`src/rtl/ram_arbiter_pkg.sv`:
```
// Shared types and default geometry for the two-port RAM arbiter.
package ram_arbiter_pkg;

  localparam int ADDR_W_DEF = 4;
  localparam int DATA_W_DEF = 4;
  localparam int DEPTH_DEF  = 16;

  typedef enum logic [1:0] {
    INIT,
    IDLE,
    ACCESS,
    RESP
  } state_e;

  // Requester identities, used both for ownership and for round-robin priority.
  localparam logic OWNER_A = 1'b0;
  localparam logic OWNER_B = 1'b1;

endpackage

```
`src/rtl/rr_arb2.sv`:
```
// Two-way round-robin pick: a lone request always wins, a tie goes to the priority holder.
module rr_arb2
  import ram_arbiter_pkg::*;
(
  input  logic [1:0] req,
  input  logic       prio,
  output logic [1:0] grant
);

  always_comb begin
    if (req == 2'b11) begin
      grant = (prio == OWNER_B) ? 2'b10 : 2'b01;
    end else begin
      grant = req;
    end
  end

endmodule

```
`src/rtl/ram_arbiter.sv`:
```
// Shares one external single-port RAM between requesters A and B; clears the RAM after reset
// and serves one access per IDLE -> ACCESS -> RESP pass.
module ram_arbiter
  import ram_arbiter_pkg::*;
#(
  parameter int ADDR_W = ADDR_W_DEF,
  parameter int DATA_W = DATA_W_DEF,
  parameter int DEPTH  = DEPTH_DEF
) (
  input  logic              clk,
  input  logic              rst,
  input  logic              a_req,
  input  logic              a_wren,
  input  logic [ADDR_W-1:0] a_addr,
  input  logic [DATA_W-1:0] a_data,
  output logic              a_ack,
  output logic [DATA_W-1:0] a_q,
  input  logic              b_req,
  input  logic              b_wren,
  input  logic [ADDR_W-1:0] b_addr,
  input  logic [DATA_W-1:0] b_data,
  output logic              b_ack,
  output logic [DATA_W-1:0] b_q,
  output logic              ram_wren,
  output logic [ADDR_W-1:0] ram_address,
  output logic [DATA_W-1:0] ram_data,
  input  logic [DATA_W-1:0] ram_q,
  output logic              init_busy
);

  state_e              state_q, state_d;
  logic [ADDR_W-1:0]   cnt_q, cnt_d;
  logic                prio_q, prio_d;
  logic                owner_q, owner_d;
  logic                wren_q, wren_d;
  logic [ADDR_W-1:0]   addr_q, addr_d;
  logic [DATA_W-1:0]   data_q, data_d;
  logic [DATA_W-1:0]   a_q_q, a_q_d;
  logic [DATA_W-1:0]   b_q_q, b_q_d;
  logic [DATA_W-1:0]   rsp;
  logic [1:0]          grant;

  rr_arb2 u_rr_arb2 (
    .req   ({b_req, a_req}),
    .prio  (prio_q),
    .grant (grant)
  );

  always_comb begin
    // NOTE: every signal gets a default before the case so no path leaves one unassigned (no latches).
    state_d     = state_q;
    cnt_d       = cnt_q;
    prio_d      = prio_q;
    owner_d     = owner_q;
    wren_d      = wren_q;
    addr_d      = addr_q;
    data_d      = data_q;
    a_q_d       = a_q_q;
    b_q_d       = b_q_q;
    rsp         = wren_q ? data_q : ram_q;
    ram_wren    = 1'b0;
    ram_address = '0;
    ram_data    = '0;
    a_ack       = 1'b0;
    b_ack       = 1'b0;
    init_busy   = 1'b0;

    unique case (state_q)
      INIT: begin
        init_busy   = 1'b1;
        ram_wren    = 1'b1;
        ram_address = cnt_q;
        cnt_d       = cnt_q + 1'b1;
        if (cnt_q == ADDR_W'(DEPTH - 1)) begin
          cnt_d   = '0;
          state_d = IDLE;
        end
      end
      IDLE: begin
        if (|grant) begin
          owner_d = grant[1] ? OWNER_B : OWNER_A;
          wren_d  = grant[1] ? b_wren : a_wren;
          addr_d  = grant[1] ? b_addr : a_addr;
          data_d  = grant[1] ? b_data : a_data;
          prio_d  = grant[1] ? OWNER_A : OWNER_B;
          state_d = ACCESS;
        end
      end
      ACCESS: begin
        ram_wren    = wren_q;
        ram_address = addr_q;
        ram_data    = data_q;
        // Writes echo the new data back; reads take the RAM's asynchronous output.
        if (owner_q == OWNER_B) b_q_d = rsp;
        else                    a_q_d = rsp;
        state_d = RESP;
      end
      RESP: begin
        a_ack   = (owner_q == OWNER_A);
        b_ack   = (owner_q == OWNER_B);
        state_d = IDLE;
      end
      default: state_d = INIT;
    endcase
  end

  always_ff @(posedge clk) begin
    if (rst) begin
      state_q <= INIT;
      cnt_q   <= '0;
      prio_q  <= OWNER_A;
      a_q_q   <= '0;
      b_q_q   <= '0;
    end else begin
      state_q <= state_d;
      cnt_q   <= cnt_d;
      prio_q  <= prio_d;
      a_q_q   <= a_q_d;
      b_q_q   <= b_q_d;
    end
  end

  // NOTE: the latched command is only consumed after IDLE reloads it, so it needs no reset.
  always_ff @(posedge clk) begin
    owner_q <= owner_d;
    wren_q  <= wren_d;
    addr_q  <= addr_d;
    data_q  <= data_d;
  end

  assign a_q = a_q_q;
  assign b_q = b_q_q;

endmodule
```
`config.mk`:
```
export PLATFORM = sky130hd
export DESIGN_NAME = ram_arbiter
export DESIGN_NICKNAME = d
export VERILOG_FILES = /design/src/rtl/ram_arbiter_pkg.sv /design/src/rtl/rr_arb2.sv /design/src/rtl/ram_arbiter.sv
export SDC_FILE = /design/constraint.sdc
export NUM_CORES = 1
export LEC_CHECK = 0
export CAP_MARGIN = 15
export CORE_MARGIN = 10
export CORE_UTILIZATION = 24
export CTS_BUF_LIST = sky130_fd_sc_hd__clkbuf_16
export CTS_CLUSTER_DIAMETER = 50
export DETAILED_ROUTE_END_ITERATION = 8
export SLEW_MARGIN = 15
export SYNTH_ARGS = -nofsm -noshare
export SYNTH_HDL_FRONTEND = slang
export SYNTH_SLANG_ARGS = --single-unit
```
`constraint.sdc`:
```
create_clock -name clk -period 1.82 [get_ports clk]
set_input_delay 0.364 -clock clk [delete_from_list [all_inputs] [get_ports clk]]
set_output_delay 0.364 -clock clk [all_outputs]
set_load 0.1 [all_outputs]
```
# Word level (Yosys, flattened, before mapping)
# Index checks and enable logic that the tools add are counted.
# totals
reg_bits,25
input_bits,26
output_inout_bits,20
word_cells,42
# classes
n_addsub,1
n_eq_ne,7
n_mux,18
n_bitwise,1
n_reduce_logical,6
# ops
op,count
two-way mux 4 bit,5
two-way mux 2 bit,4
case mux 2 bit (4 select lines),1
case mux 4 bit (2 select lines),1
AND reduction 2 bit,4
"equality test 2 bit, second input constant",3
two-way mux 1 bit,6
"adder 4 x 1 -> 4 bit, second input constant",1
"equality test 4 bit, second input constant",1
"inequality test 2 bit, second input constant",2
"equality test 2 x 1 -> 1 bit, second input constant",1
logical NOT 2 bit,1
case mux 1 bit (2 select lines),1
OR reduction 2 bit,1
inverter 1 bit,1

# Longest topological paths before layout
# Gate-level depths: netlist (run 1).
# logic_depth
depth_word,5
depth_mapped,7
mapped_depth_nobuf,5

# By module
# Synthesis (run 1) repeated with hierarchy kept, for this count alone.
# unflattened
hier_cells,111
area_unflattened_um2,1287.5
# modules_own_cells
mod,instances,cells_each,area_per_inst_um2,seq_area_each_um2
ram_arbiter,1,108,1268.7,600.6
rr_arb2,1,3,18.8,0.0

# Least setup slack after synthesis (run 1)
# Ideal clock, no wire load.
# synth_path
path_kind,reg2out
from,register state_q[0]
to,output ram_address[0]
t_arrival_ns,2.909
required_time_ns,1.456
setup_slack_ns,-1.453
path_stages_with_launch,6
n_path_buf,1
cell_sequence,dfxtp_1 -> inv_1 -> ha_1 -> buf_2 -> a31oi_1 -> nor2_1
# synth_via
elab_chain_len,2
word_cells_on_any_way,3
cone_classes,1 x eq/ne; 1 x mux; 1 x reduce/logical
# synth_rtl
element,line_no,source
start: declaration,ram_arbiter.sv:31,"state_e state_q, state_d;"
start signal: assignment,ram_arbiter.sv:115,state_q <= state_d;
equality test 2 bit / logical NOT 2 bit (equally long branches),ram_arbiter.sv:68,unique case (state_q)
case mux 4 bit (2 select lines) (*),ram_arbiter.sv:68,
end: declaration,ram_arbiter.sv:25,"output logic [ADDR_W-1:0] ram_address,"
# Mark *: on every way between the ends. The rest lies on a longest branch, timed or not.

# Worst setup path after layout (run 1)
# layout_path
from,register state_q[0]
to,output ram_address[2]
# The elaborated chain is that of the path after synthesis.

==> summary.md, run 1 <==
| Metric | Value |
|---|---|
| Number of iterations in the first detailed-routing pass | `4` |
| Post-synth EDFFs | `10` |
| Slew Viols, Final | `0` |
| CTS sink cnt | `25` |
| YS warnings | `0` |
| Synth Cell Area | `~0.0013 mm2` |
| Die ar. | `a little under 0.009 mm2` |
| Global-route wire length before repair | `between 5000 and 6000 um` |
| FFs w/ async S/R, synth | `0%` |
| Clk_skew | `0.006166 ns` |
| Die extent in y | `around 93 um` |
| Die width | `a little over 90 um` |
| Post-CTS Hold Buffers | `0` |
| Worst Hold Path Cells | `2` |
| Number of global-route vias before repair | `1032` |
| Final hold vios | `0` |
| Commonest non-fill, non-tap cell in the layout | `clkdlybuf4s50_1` |
| Worst path arrival time | `1.43 ns` |
| Root buf cell | `clkbuf_16` |
| Area leader, netlist | `dfxtp_1` |
| Worst R2R End | `cnt_q[3]$_SDFFE_PP0N_` |
| Crit path time final | `1.798 ns` |
| # port buffers | `45` |
| Max Fclk | `556.3 MHz` |
| Max_slew headroom | `about three quarters` |
| Average size of a mapped cell | `about 11 um2` |
| Placeable Area | `about 0.0051 mm2` |
| Most frequent cells in the layout | `clkdlybuf4s50_1, buf_12, nor2_1, dfxtp_1, edfxtp_1` |
| Area growth syn-to-layout | `80.47%` |
| Non-filler instance count after layout | `between 200 and 250` |
| Period Utilization, post-route | `a little over nine tenths` |
| Top post-synthesis cells by area | `dfxtp_1, edfxtp_1, mux2_2` |
| CP Data Required Time | `about 1.5 ns` |
| FF+latch count, synth | `25` |
| Static Leak | `0.8347 nW` |
| CP Capture Type | `output pin` |
| DRC viols | `0` |
| Outcome | `finished, final reports clean` |
| Nets | `between 200 and 250` |
| Dpl cells | `~230` |
| Worst skew pair latency | `about 0.26 ns` |
| Worst-path clk slew | `roughly 0.06 ns` |
| Vias per inst | `roughly 4.3` |
| Distinct cell type count after synthesis | `28` |
| R2r setup slk | `between 0.3 and 0.4 ns` |
| Routability Congestion | `just under 0.8` |
| Initial Util | `24.93%` |
| Final Power | `between 2 and 2.5 mW` |
| Slew @ Worst Pin | `roughly 0.36 ns` |
| Largest net degree at the start of global routing | `16` |
| Boundary Pins | `46` |
| Antenna violations before repair | `0` |
| Row Count | `26` |
| GRT overflow | `0` |
| Iteration-0 DRC Markers | `33` |
| Routed Antenna Nets | `0` |
| Cts bufs inserted | `3` |
| Wire per inst | `13.76 um` |
| Hpwl dp | `about 2600 um` |
| RSZ-0062 raised after global routing | `true` |
| Worst Path Max Fanout | `6` |
| Worst reg-to-reg path cell count | `5` |
| Setup violators final | `0` |
| Min-Delay Endpoint | `cnt_q[3]$_SDFFE_PP0N_` |
| Critical path class | `reg2out` |
| Antenna Cells | `0` |
| Max IR drop VDD | `0.0007578 V` |
| DRT Wirelength | `3315 um` |
| Worst setup SP type | `register` |
| Number of max-cap violations | `0` |
| Fill cell count | `518` |
| Syn nets | `154` |
| Top-area cell type share of the netlist area | `23.44%` |
| Hold Path Class | `reg2reg` |
| Ys flop type | `dfxtp_1` |
| Total global-route track usage | `~7.5%` |
| Total number of vias | `between 1000 and 1500` |
| Share of cells above drive strength 1 | `a little over a third` |
| H-tree depth | `1` |
| R2R Path Start | `state_q[1]$_SDFFE_PP0P_` |
| TritonCTS clock tree | `done` |
| Synthesized netlist cell count | `121` |
| Longest Clk Path Bufs | `2` |
| Launch point of the worst hold path | `cnt_q[3]$_SDFFE_PP0N_` |
| Seq/Total Area, Yosys | `between 40% and 50%` |
| PwrDens | `approximately 900 mW/mm2` |
==> sequential cells by signal (all words and copies together), names as in the netlist <==
signal,flops
cnt_q,4
owner_q,1
addr_q,4
b_q,4
a_q,4
state_q,2
prio_q,1
data_q,4
wren_q,1
==> power breakdown <==
part	total (mW)	switching, mW	internal (mW)
combinational	0.909	0.519	0.390
clock	0.501	0.202	0.298
sequential	0.715	0.0634	0.651
==> synth_stat cells (3+ instances only) <==
cell type	count
edfxtp_1	10
mux2_2	9
mux2i_1	6
nor2b_1	3
nor2_1	17
dfxtp_1	15
inv_1	4
a31oi_1	4
buf_2	4
nand2_1	3
and2_1	5
ha_1	7
nand2b_1	3
a211oi_1	8
a21oi_1	8
==> layout make-up <==
type	count	area, um2	area share [%]
timing repair buffer	54	763.2	33.01
multi-input combinational	84	753.2	32.58
sequential	25	605.6	26.19
tap	70	87.58	3.788
clock buffer	3	75.07	3.247
inverter	4	20.02	0.8658
clock inverter	1	7.507	0.3247
==> through the flow <==
stage	setup WS (ns)	hold slack, ns	area (um2)	TNS [ns]	utilization (%)
after floorplan	-0.04383	0.4710	1343	-0.1619	-
after global placement	0.04078	0.4987	2095	0	40.75
after detailed placement	0.02593	0.5058	2095	0	40.75
after CTS	0.01799	0.5240	2312	0	44.99
after global routing	-0.02235	0.5580	2312	-0.06728	44.99
final	0.02228	0.5236	2312	0	44.99
==> kinds of logic after synthesis <==
family / count (synthesis) / synth area share [%]
compound gates: 25 / 13.67
mux: 16 / 13.48
simple gates: 35 / 13.38
flops: 25 / 46.88
buf+inv: 12 / 5.078
xor+xnor: 1 / 0.6837
fa+ha+maj: 7 / 6.836
==> critical path, stage by stage, from the launching register on <==
cell	delay [ns]
dfxtp_4	0.36
inv_6	0.08
ha_4	0.18
buf_12	0.14
a31oi_4	0.09
nor2_4	0.13
buf_12	0.18
==> metal layers <==
layer	track usage (%)	vias to the layer above	wire length, um
met5	0	-	0
met4	3.470	0	47
met3	1.918	2	115
met2	12.21	25	1586
met1	9.082	482	1565
li1	-	525	-
==> worst max path at each step <==
stage                            start                  end  cells after the start
3_5_place_dp                     a_req  data_q[2]$_DFFE_PP_                      5
3_3_place_gp                     a_req  data_q[2]$_DFFE_PP_                      5
6_report       state_q[0]$_SDFFE_PP0P_       ram_address[2]                      6
4_1_cts        state_q[0]$_SDFFE_PP0P_       ram_address[1]                      6
5_1_grt        state_q[0]$_SDFFE_PP0P_       ram_address[2]                      6
2_1_floorplan  state_q[1]$_SDFFE_PP0P_       ram_address[1]                      5
==> repair_timing <==
action | CTS | global route
setup buffers | 2 | 0
pin swaps | 1 | 1
resized for setup | 16 | 0
cloned | 1 | 0
endpoints found under the setup margin | 5 | 4
Power figures use the tool's default switching activity.
==> run 2, diff against run 1 <==
Settings changed: ABC_AREA set to 1, CAP_MARGIN 15 to 20.
==> run 2 against run 1 <==
Register-to-register slack improved by 0.02 ns. Sequential cell count unchanged. Global-route usage decreased by 0.16 points. Non-clock buffer count decreased by 4. Total power increased by 63%. Clock power decreased by 6.0%. Final cell count increased by 15%. Largest cell class unchanged. Highest routed layer unchanged.
==> summary.md, run 2 <==
| Metric | Value |
|---|---|
| Critical path class | `reg2out (unchanged)` |
| Wire per inst | `11.40 um (was 13.76 um)` |
| Synthesized netlist cell count | `156 (was 121)` |
| Number of global-route vias before repair | `1197 (was 1032)` |
| Worst path bufs/invs | `2 (was 3)` |
| Largest net degree at the start of global routing | `15 (was 16)` |
| Synth cell count leaders | `nand2_1, inv_1, dfxtp_1, a21oi_1, o21ai_0 (was nor2_1, dfxtp_1, edfxtp_1, mux2_2)` |
| Crit path cell chain | `inv_4 > ha_4 > nor2_4 > o22ai_4 > buf_12 (was inv_6 > ha_4 > buf_12 > a31oi_4 > nor2_4 > buf_12)` |
| R2R Path Start | `state_q[1]$_SDFFE_PP0P_ (unchanged)` |
| Cell family with most CP delay | `flip-flops (was buffers and inverters)` |
| Hpwl dp | `2583 um (was 2556 um)` |
| Seq/Total Area, Yosys | `47.76% (was 46.88%)` |
| Worst Hold Path Cells | `2 (unchanged)` |
| Root buf cell | `clkbuf_16 (unchanged)` |
| Post-CTS Hold Buffers | `0 (unchanged)` |
| Finished Cell Area | `0.002183 mm2 (was 0.002312 mm2)` |
| Worst R2R End | `wren_q$_DFFE_PP_ (was cnt_q[3]$_SDFFE_PP0N_)` |
| Final hold vios | `0 (unchanged)` |
| Switching share of power | `48.16% (was 36.95%)` |
| Antenna Cells | `0 (unchanged)` |
| Die extent in y | `92.39 um (was 93.07 um)` |
| Worst setup SP type | `register (unchanged)` |
| Critical path depth in cells | `5 (was 6)` |
| Distinct cell type count after synthesis | `20 (was 28)` |
| FFs w/ async S/R, synth | `0% (unchanged)` |
| Worst path arrival time | `1.42 ns (was 1.43 ns)` |
| Routed Antenna Nets | `0 (unchanged)` |
| Worst skew pair latency | `0.25 ns (was 0.26 ns)` |
| Clk pwr share | `13.6% (was 23.6%)` |
| Clk_skew | `0.001700 ns (was 0.006166 ns)` |
| Die width | `92.39 um (was 93.07 um)` |
| Static Leak | `0.9256 nW (was 0.8347 nW)` |
| Placed Area | `0.002057 mm2 (was 0.002095 mm2)` |
| Min-Delay Endpoint | `cnt_q[0]$_SDFFE_PP0N_ (was cnt_q[3]$_SDFFE_PP0N_)` |
| Total global-route track usage | `7.354% (was 7.513%)` |
| Period Utilization, post-route | `97.82% (was 98.78%)` |
| FF+latch count, synth | `25 (unchanged)` |
| R2r setup slk | `0.40 ns (was 0.38 ns)` |
| Crit path time final | `1.780 ns (was 1.798 ns)` |
| # port buffers | `45 (unchanged)` |
| Synth Cell Area | `0.001257 mm2 (was 0.001281 mm2)` |
| Syn nets | `189 (was 154)` |
| Logic pwr share | `61.1% (was 42.8%)` |
| CP Data Required Time | `1.46 ns (about the same)` |
| Hold Path Class | `reg2reg (unchanged)` |
| DRC viols | `0 (unchanged)` |
| DRT Wirelength | `3147 um (was 3315 um)` |
| Nets | `240 (was 205)` |
| Seq pwr share | `25.3% (was 33.6%)` |
| H-tree depth | `1 (unchanged)` |
| Launch point of the worst hold path | `cnt_q[0]$_SDFFE_PP0N_ (was cnt_q[3]$_SDFFE_PP0N_)` |
| GRT overflow | `0 (unchanged)` |
| Worst-path clk slew | `0.06 ns (about the same)` |
| Die ar. | `0.008535 mm2 (was 0.008661 mm2)` |
| Largest stage delay, worst path | `0.39 ns (was 0.36 ns)` |
| Cell with the most instances after synthesis | `nand2_1 (was nor2_1)` |
| Global-route wire length before repair | `5257 um (was 5306 um)` |
| Boundary Pins | `46 (unchanged)` |
| Iteration-0 DRC Markers | `57 (was 33)` |
| Commonest non-fill, non-tap cell in the layout | `nand2_1 (was clkdlybuf4s50_1)` |
| TritonCTS clock tree | `done (unchanged)` |
| Placeable Area | `0.005107 mm2 (was 0.005140 mm2)` |
| Number of max-cap violations | `0 (unchanged)` |
| YS warnings | `0 (unchanged)` |
| Most frequent cells in the layout | `nand2_1, clkdlybuf4s50_1, buf_12, inv_1, a21oi_1 (was clkdlybuf4s50_1, buf_12, nor2_1, dfxtp_1, edfxtp_1)` |
| Outcome | `finished, final reports clean (unchanged)` |
| Max Fclk | `561.7 MHz (was 556.3 MHz)` |
| Initial Util | `24.62% (was 24.93%)` |
| RSZ-0062 raised after global routing | `true (unchanged)` |
| CTS sink cnt | `25 (unchanged)` |
| Ys flop type | `dfxtp_1 (unchanged)` |
| Final Power | `3.461 mW (was 2.124 mW)` |
| Top post-synthesis cells by area | `dfxtp_1, edfxtp_1, nand2_1 (was dfxtp_1, edfxtp_1, mux2_2)` |
| Crit path max-delay cell type | `dfxtp_4 (unchanged)` |
| Top-area cell type share of the netlist area | `23.88% (was 23.44%)` |
| Setup violators final | `0 (unchanged)` |
| Routability Congestion | `0.7840 (was 0.7790)` |
| CP Capture Type | `output pin (unchanged)` |
| Row Count | `26 (unchanged)` |
| Area leader, netlist | `dfxtp_1 (unchanged)` |
| Share of cells above drive strength 1 | `23.79% (was 36.26%)` |
| Worst reg-to-reg path cell count | `5 (unchanged)` |
| Antenna violations before repair | `0 (unchanged)` |
| Total number of vias | `1115 (was 1034)` |
| Slew Viols, Final | `0 (unchanged)` |
| Psw | `1.667 mW (was 785.1 uW)` |
| Max_slew headroom | `74.53% (was 76.11%)` |
| Cts bufs inserted | `3 (unchanged)` |
| PwrDens | `1585 mW/mm2 (was 918.8 mW/mm2)` |
| Vias per inst | `4.040 (was 4.290)` |
| Average size of a mapped cell | `8.061 um2 (was 10.59 um2)` |
| Area growth syn-to-layout | `73.63% (was 80.47%)` |
| Max IR drop VDD | `0.0005273 V (was 0.0007578 V)` |
| Longest Clk Path Bufs | `2 (unchanged)` |
| Worst Path Max Fanout | `8 (was 6)` |
| Number of iterations in the first detailed-routing pass | `4 (unchanged)` |
| Post-synth EDFFs | `10 (unchanged)` |
| Pint | `1.794 mW (was 1.339 mW)` |
| Slew @ Worst Pin | `0.3817 ns (was 0.3572 ns)` |
[run 2: changes by cell type in the layout (fill, tap and decap cells not counted), moves of 4 or more]
cell | before | now
a211oi_1 | 8 | 0
a21oi_1 | 8 | 14
a31oi_4 | 4 | 0
and2_1 | 5 | 0
inv_1 | 2 | 14
mux2_2 | 9 | 0
nand2_1 | 3 | 50
nand2_2 | 0 | 4
nand3_1 | 1 | 6
nor2_1 | 13 | 5
o21ai_0 | 1 | 11
[run 2: worst min-delay path, stage by stage (launching register included)]
cell     delay (ns)
dfxtp_1        0.34
inv_1          0.06
a21oi_1        0.05
[run 2: final cells by class]
cell class | count | area (um2)
tap | 70 | 87.58
multi-input combinational | 109 | 648.1
fill | 510 | 2924
timing repair buffer | 50 | 688.2
clock inverter | 1 | 3.754
clock buffer | 3 | 75.07
sequential | 25 | 608.1
inverter | 18 | 72.57
[run 2: worst max path at each step]
stage	start	end	slack [ns]
6_report	state_q[1]$_SDFFE_PP0P_	ram_address[1]	0.04
5_1_grt	state_q[1]$_SDFFE_PP0P_	ram_address[1]	-0.04
4_1_cts	state_q[0]$_SDFFE_PP0P_	ram_address[1]	0.0009
3_5_place_dp	a_req	data_q[3]$_DFFE_PP_	0.09
3_3_place_gp	b_req	data_q[3]$_DFFE_PP_	0.13
2_1_floorplan	state_q[1]$_SDFFE_PP0P_	ram_address[0]	-0.04
[run 2: cells by family after synthesis]
| logic type | after synthesis | synth area share, % |
|---|---|---|
| adder cells (fa/ha/maj) | 7 | 6.965 |
| buffers and inverters | 22 | 7.661 |
| AND/OR/NAND/NOR | 68 | 22.09 |
| multiplexers | 4 | 3.184 |
| AO/OA/AOI/OAI | 30 | 12.34 |
| flip-flops | 25 | 47.76 |
[run 2: repair_timing]
item,CTS,global route
setup buffers,2,1
endpoints found under the setup margin,4,9
endpoints found under the hold margin,0,0
pin swaps,3,3
resized for setup,3,4
[run 2: per-layer routing]
metal	wire length, um	vias up	global-route usage [%]
met3	195	4	2.179
met2	1559	36	13.35
met4	67	0	3.085
met5	0	-	0
li1	-	603	-
met1	1325	472	7.718
[run 2: stage by stage]
step	util [%]	cells	setup TNS, ns	hold slack, ns	setup WS (ns)
6_report	42.75	276	0	0.4890	0.03964
5_1_grt	42.75	276	-0.07899	0.5052	-0.03672
4_1_cts	42.26	275	0	0.4918	0.0009169
3_5_place_dp	40.27	269	0	0.4780	0.09425
3_3_place_gp	40.27	269	0	0.4777	0.1300
2_1_floorplan	-	156	-0.1221	0.4264	-0.03646
[run 2: power by group through the flow]
stage | logic, mW | clock network (mW) | registers (mW)
floorplan | 1.13 | 0 | 1.10
global placement | 2.06 | 0 | 0.871
detailed placement | 2.07 | 0 | 0.873
CTS | 2.11 | 0.488 | 0.866
global route | 2.23 | 0.509 | 0.899
finish | 2.12 | 0.471 | 0.875
==> run 3, diff against run 2 <==
Settings changed: CORE_UTILIZATION 24 to 44, GPL_TIMING_DRIVEN set to 0, PLACE_DENSITY set to 0.79.
==> run 3 against run 2 <==
Total power shrank 3.7%. Largest power group unchanged. Critical endpoint is now ram_address[2]. Setup slack got worse by 0.040 ns. Core utilization up 30 points. The run now ends with setup timing left. Wire length is 14% higher. Clock power rose by 5.1%. Sequential power is 4.5% lower. Sequential cell count did not move. Maximum frequency fell by 2.2%. Final area fell by 9.5%. Largest cell class is now multi-input combinational cells. Die area down 37%. Combinational power shrank 6%. Via count grew 10%.
==> summary.md, run 3 (synthesis gave the netlist of run 2 again) <==
| Metric | Value |
|---|---|
| Total number of vias | `1232 (was 1115)` |
| Cts bufs inserted | `3 (unchanged)` |
| Crit path time final | `1.820 ns (was 1.780 ns)` |
| Finished Cell Area | `0.001977 mm2 (was 0.002183 mm2)` |
| Dpl cells | `232 (was 269)` |
| CP Capture Type | `output pin (unchanged)` |
| Number of max-cap violations | `0 (unchanged)` |
| Cell family with most CP delay | `flip-flops (unchanged)` |
| Worst Path Max Fanout | `6 (was 8)` |
| Max Fclk | `549.4 MHz (was 561.7 MHz)` |
| Worst path bufs/invs | `3 (was 2)` |
| Worst setup SP type | `register (unchanged)` |
| Fill cell count | `201 (was 510)` |
| H-tree depth | `1 (unchanged)` |
| Crit path max-delay cell type | `dfxtp_4 (unchanged)` |
| Longest Clk Path Bufs | `2 (unchanged)` |
| Wire per inst | `14.80 um (was 11.40 um)` |
| Die ar. | `0.005396 mm2 (was 0.008535 mm2)` |
| RSZ-0062 raised after global routing | `true (unchanged)` |
| Final Power | `3.334 mW (was 3.461 mW)` |
| Setup slack after layout | `-0.00005584 ns (was 0.03964 ns)` |
| Worst path arrival time | `1.46 ns (was 1.42 ns)` |
| Worst-path clk slew | `0.06 ns (about the same)` |
| Antenna Cells | `0 (unchanged)` |
| Routability Congestion | `0.8586 (was 0.7840)` |
| Share of cells above drive strength 1 | `23.22% (was 23.79%)` |
| Global-route wire length before repair | `5485 um (was 5257 um)` |
| # port buffers | `45 (unchanged)` |
| Placed Area | `0.001822 mm2 (was 0.002057 mm2)` |
| Commonest non-fill, non-tap cell in the layout | `nand2_1 (unchanged)` |
| Most frequent cells in the layout | `nand2_1, clkdlybuf4s50_1, a21oi_1, inv_1, dfxtp_1 (was nand2_1, clkdlybuf4s50_1, buf_12, inv_1, a21oi_1)` |
| Nets | `245 (was 240)` |
| Final hold vios | `0 (unchanged)` |
| Period Utilization, post-route | `100.0% (was 97.82%)` |
| Routed Antenna Nets | `0 (unchanged)` |
| Antenna violations before repair | `0 (unchanged)` |
| Non-filler instance count after layout | `242 (was 276)` |
| Number of iterations in the first detailed-routing pass | `4 (unchanged)` |
| Worst hold slack | `0.4934 ns (was 0.4890 ns)` |
| Number of global-route vias before repair | `1267 (was 1197)` |
| Setup violators final | `1 (was 0)` |
| Static Leak | `0.8874 nW (was 0.9256 nW)` |
| CP Data Required Time | `1.46 ns (about the same)` |
| Boundary Pins | `46 (unchanged)` |
| Initial Util | `46.00% (was 24.62%)` |
| Crit path cell chain | `inv_4 > ha_4 > nor2_4 > buf_4 > o21ai_4 > buf_12 (was inv_4 > ha_4 > nor2_4 > o22ai_4 > buf_12)` |
| Hpwl dp | `2679 um (was 2583 um)` |
| Max_slew headroom | `35.81% (was 74.53%)` |
| Clk_skew | `0.003708 ns (was 0.001700 ns)` |
| Row Count | `19 (was 26)` |
| Total global-route track usage | `12.33% (was 7.354%)` |
| Vias per inst | `5.091 (was 4.040)` |
| Slew @ Worst Pin | `0.9666 ns (was 0.3817 ns)` |
| Placeable Area | `0.002734 mm2 (was 0.005107 mm2)` |
| Iteration-0 DRC Markers | `79 (was 57)` |
| CTS sink cnt | `25 (unchanged)` |
| DRT Wirelength | `3582 um (was 3147 um)` |
| Hold Path Class | `reg2reg (unchanged)` |
| Root buf cell | `clkbuf_16 (unchanged)` |
| Area growth syn-to-layout | `57.21% (was 73.63%)` |
| Post-CTS Hold Buffers | `0 (unchanged)` |
| TritonCTS clock tree | `done (unchanged)` |
| Die extent in y | `73.46 um (was 92.39 um)` |
| DRC viols | `0 (unchanged)` |
| Outcome | `finished, violations left (was finished, final reports clean)` |
| Critical path class | `reg2out (unchanged)` |
| Failing checks | `setup timing` |
| Worst skew pair latency | `0.26 ns (was 0.25 ns)` |
| PwrDens | `1687 mW/mm2 (was 1585 mW/mm2)` |
| GRT overflow | `0 (unchanged)` |
| Slew Viols, Final | `0 (unchanged)` |
| Die width | `73.46 um (was 92.39 um)` |
| Max IR drop VDD | `0.001296 V (was 0.0005273 V)` |
| Largest net degree at the start of global routing | `16 (was 15)` |
| Largest stage delay, worst path | `0.40 ns (was 0.39 ns)` |
## run 3: cell types whose count changed in the layout (fill, tap and decap cells not counted), sizes merged
| cell | delta |
|---|---|
| clkinvlp | +1 |
| buf | -7 |
| clkbuf | +7 |
| clkdlybuf4s15 | +5 |
| inv | -1 |
## run 3: path summary, 6_finish.rpt
check | startpoint | end | slack (ns) | cells after the start
setup / recovery | state_q[1]$_SDFFE_PP0P_ | ram_address[2] | -0.00006 | 6
hold / removal | cnt_q[0]$_SDFFE_PP0N_ | cnt_q[0]$_SDFFE_PP0N_ | 0.49 | 2
hold reg to reg | cnt_q[0]$_SDFFE_PP0N_ | cnt_q[0]$_SDFFE_PP0N_ | 0.49 | 2
setup reg to reg | state_q[1]$_SDFFE_PP0P_ | addr_q[0]$_DFFE_PP_ | 0.39 | 5
## run 3: per-stage QoR
step / util (%) / setup WS (ns) / TNS [ns]
4_1_cts: 70.48 / -0.02692 / -0.04974
3_5_place_dp: 66.64 / -0.6664 / -6.527
5_1_grt: 72.31 / -0.04835 / -0.09023
3_3_place_gp: 66.64 / -0.6360 / -5.978
6_report: 72.31 / -0.00005584 / -0.00005584
2_1_floorplan: - / -0.03646 / -0.1221
## run 3: power breakdown
group | leakage, nW | internal, mW | switching, mW
Sequential | 0.216 | 0.740 | 0.0963
Clock | 0.0371 | 0.298 | 0.196
Combinational | 0.634 | 0.604 | 1.40
## run 3: repair_timing
action,in CTS,in global routing
cloned,0,0
pin swaps,2,4
gates resized for setup,92,17
endpoints found under the setup margin,20,13
buffers inserted,4,3
## run 3: metal layers
| metal | part of all wire (%) | global-route usage [%] | up-vias |
|---|---|---|---|
| li1 | - | - | 613 |
| met1 | 38 | 12.61 | 571 |
| met2 | 54 | 23.01 | 44 |
| met3 | 7.3 | 3.903 | 4 |
| met4 | 1.2 | 3.727 | 0 |
| met5 | 0 | 0 | - |
## run 3: worst min-delay path: cells and delay by family (launching register included)
kind	cells	cell delay [ns]
buffers and inverters	1	0.06
DFF	1	0.34
AOI/OAI and AO/OA	1	0.05
## run 3: final cells by class
cell class              instances  area (um2)  share of cell area (%)
clock inverters                 1       7.507                  0.3797
plain buffers                   3       21.27                   1.076
inverters                      18       72.57                   3.671
flip-flops and latches         25       608.1                   30.76
well taps                      31       38.79                   1.962
multi-input cells             109       645.6                   32.66
repair buffers                 52       508.0                   25.70
clock buffers                   3       75.07                   3.797
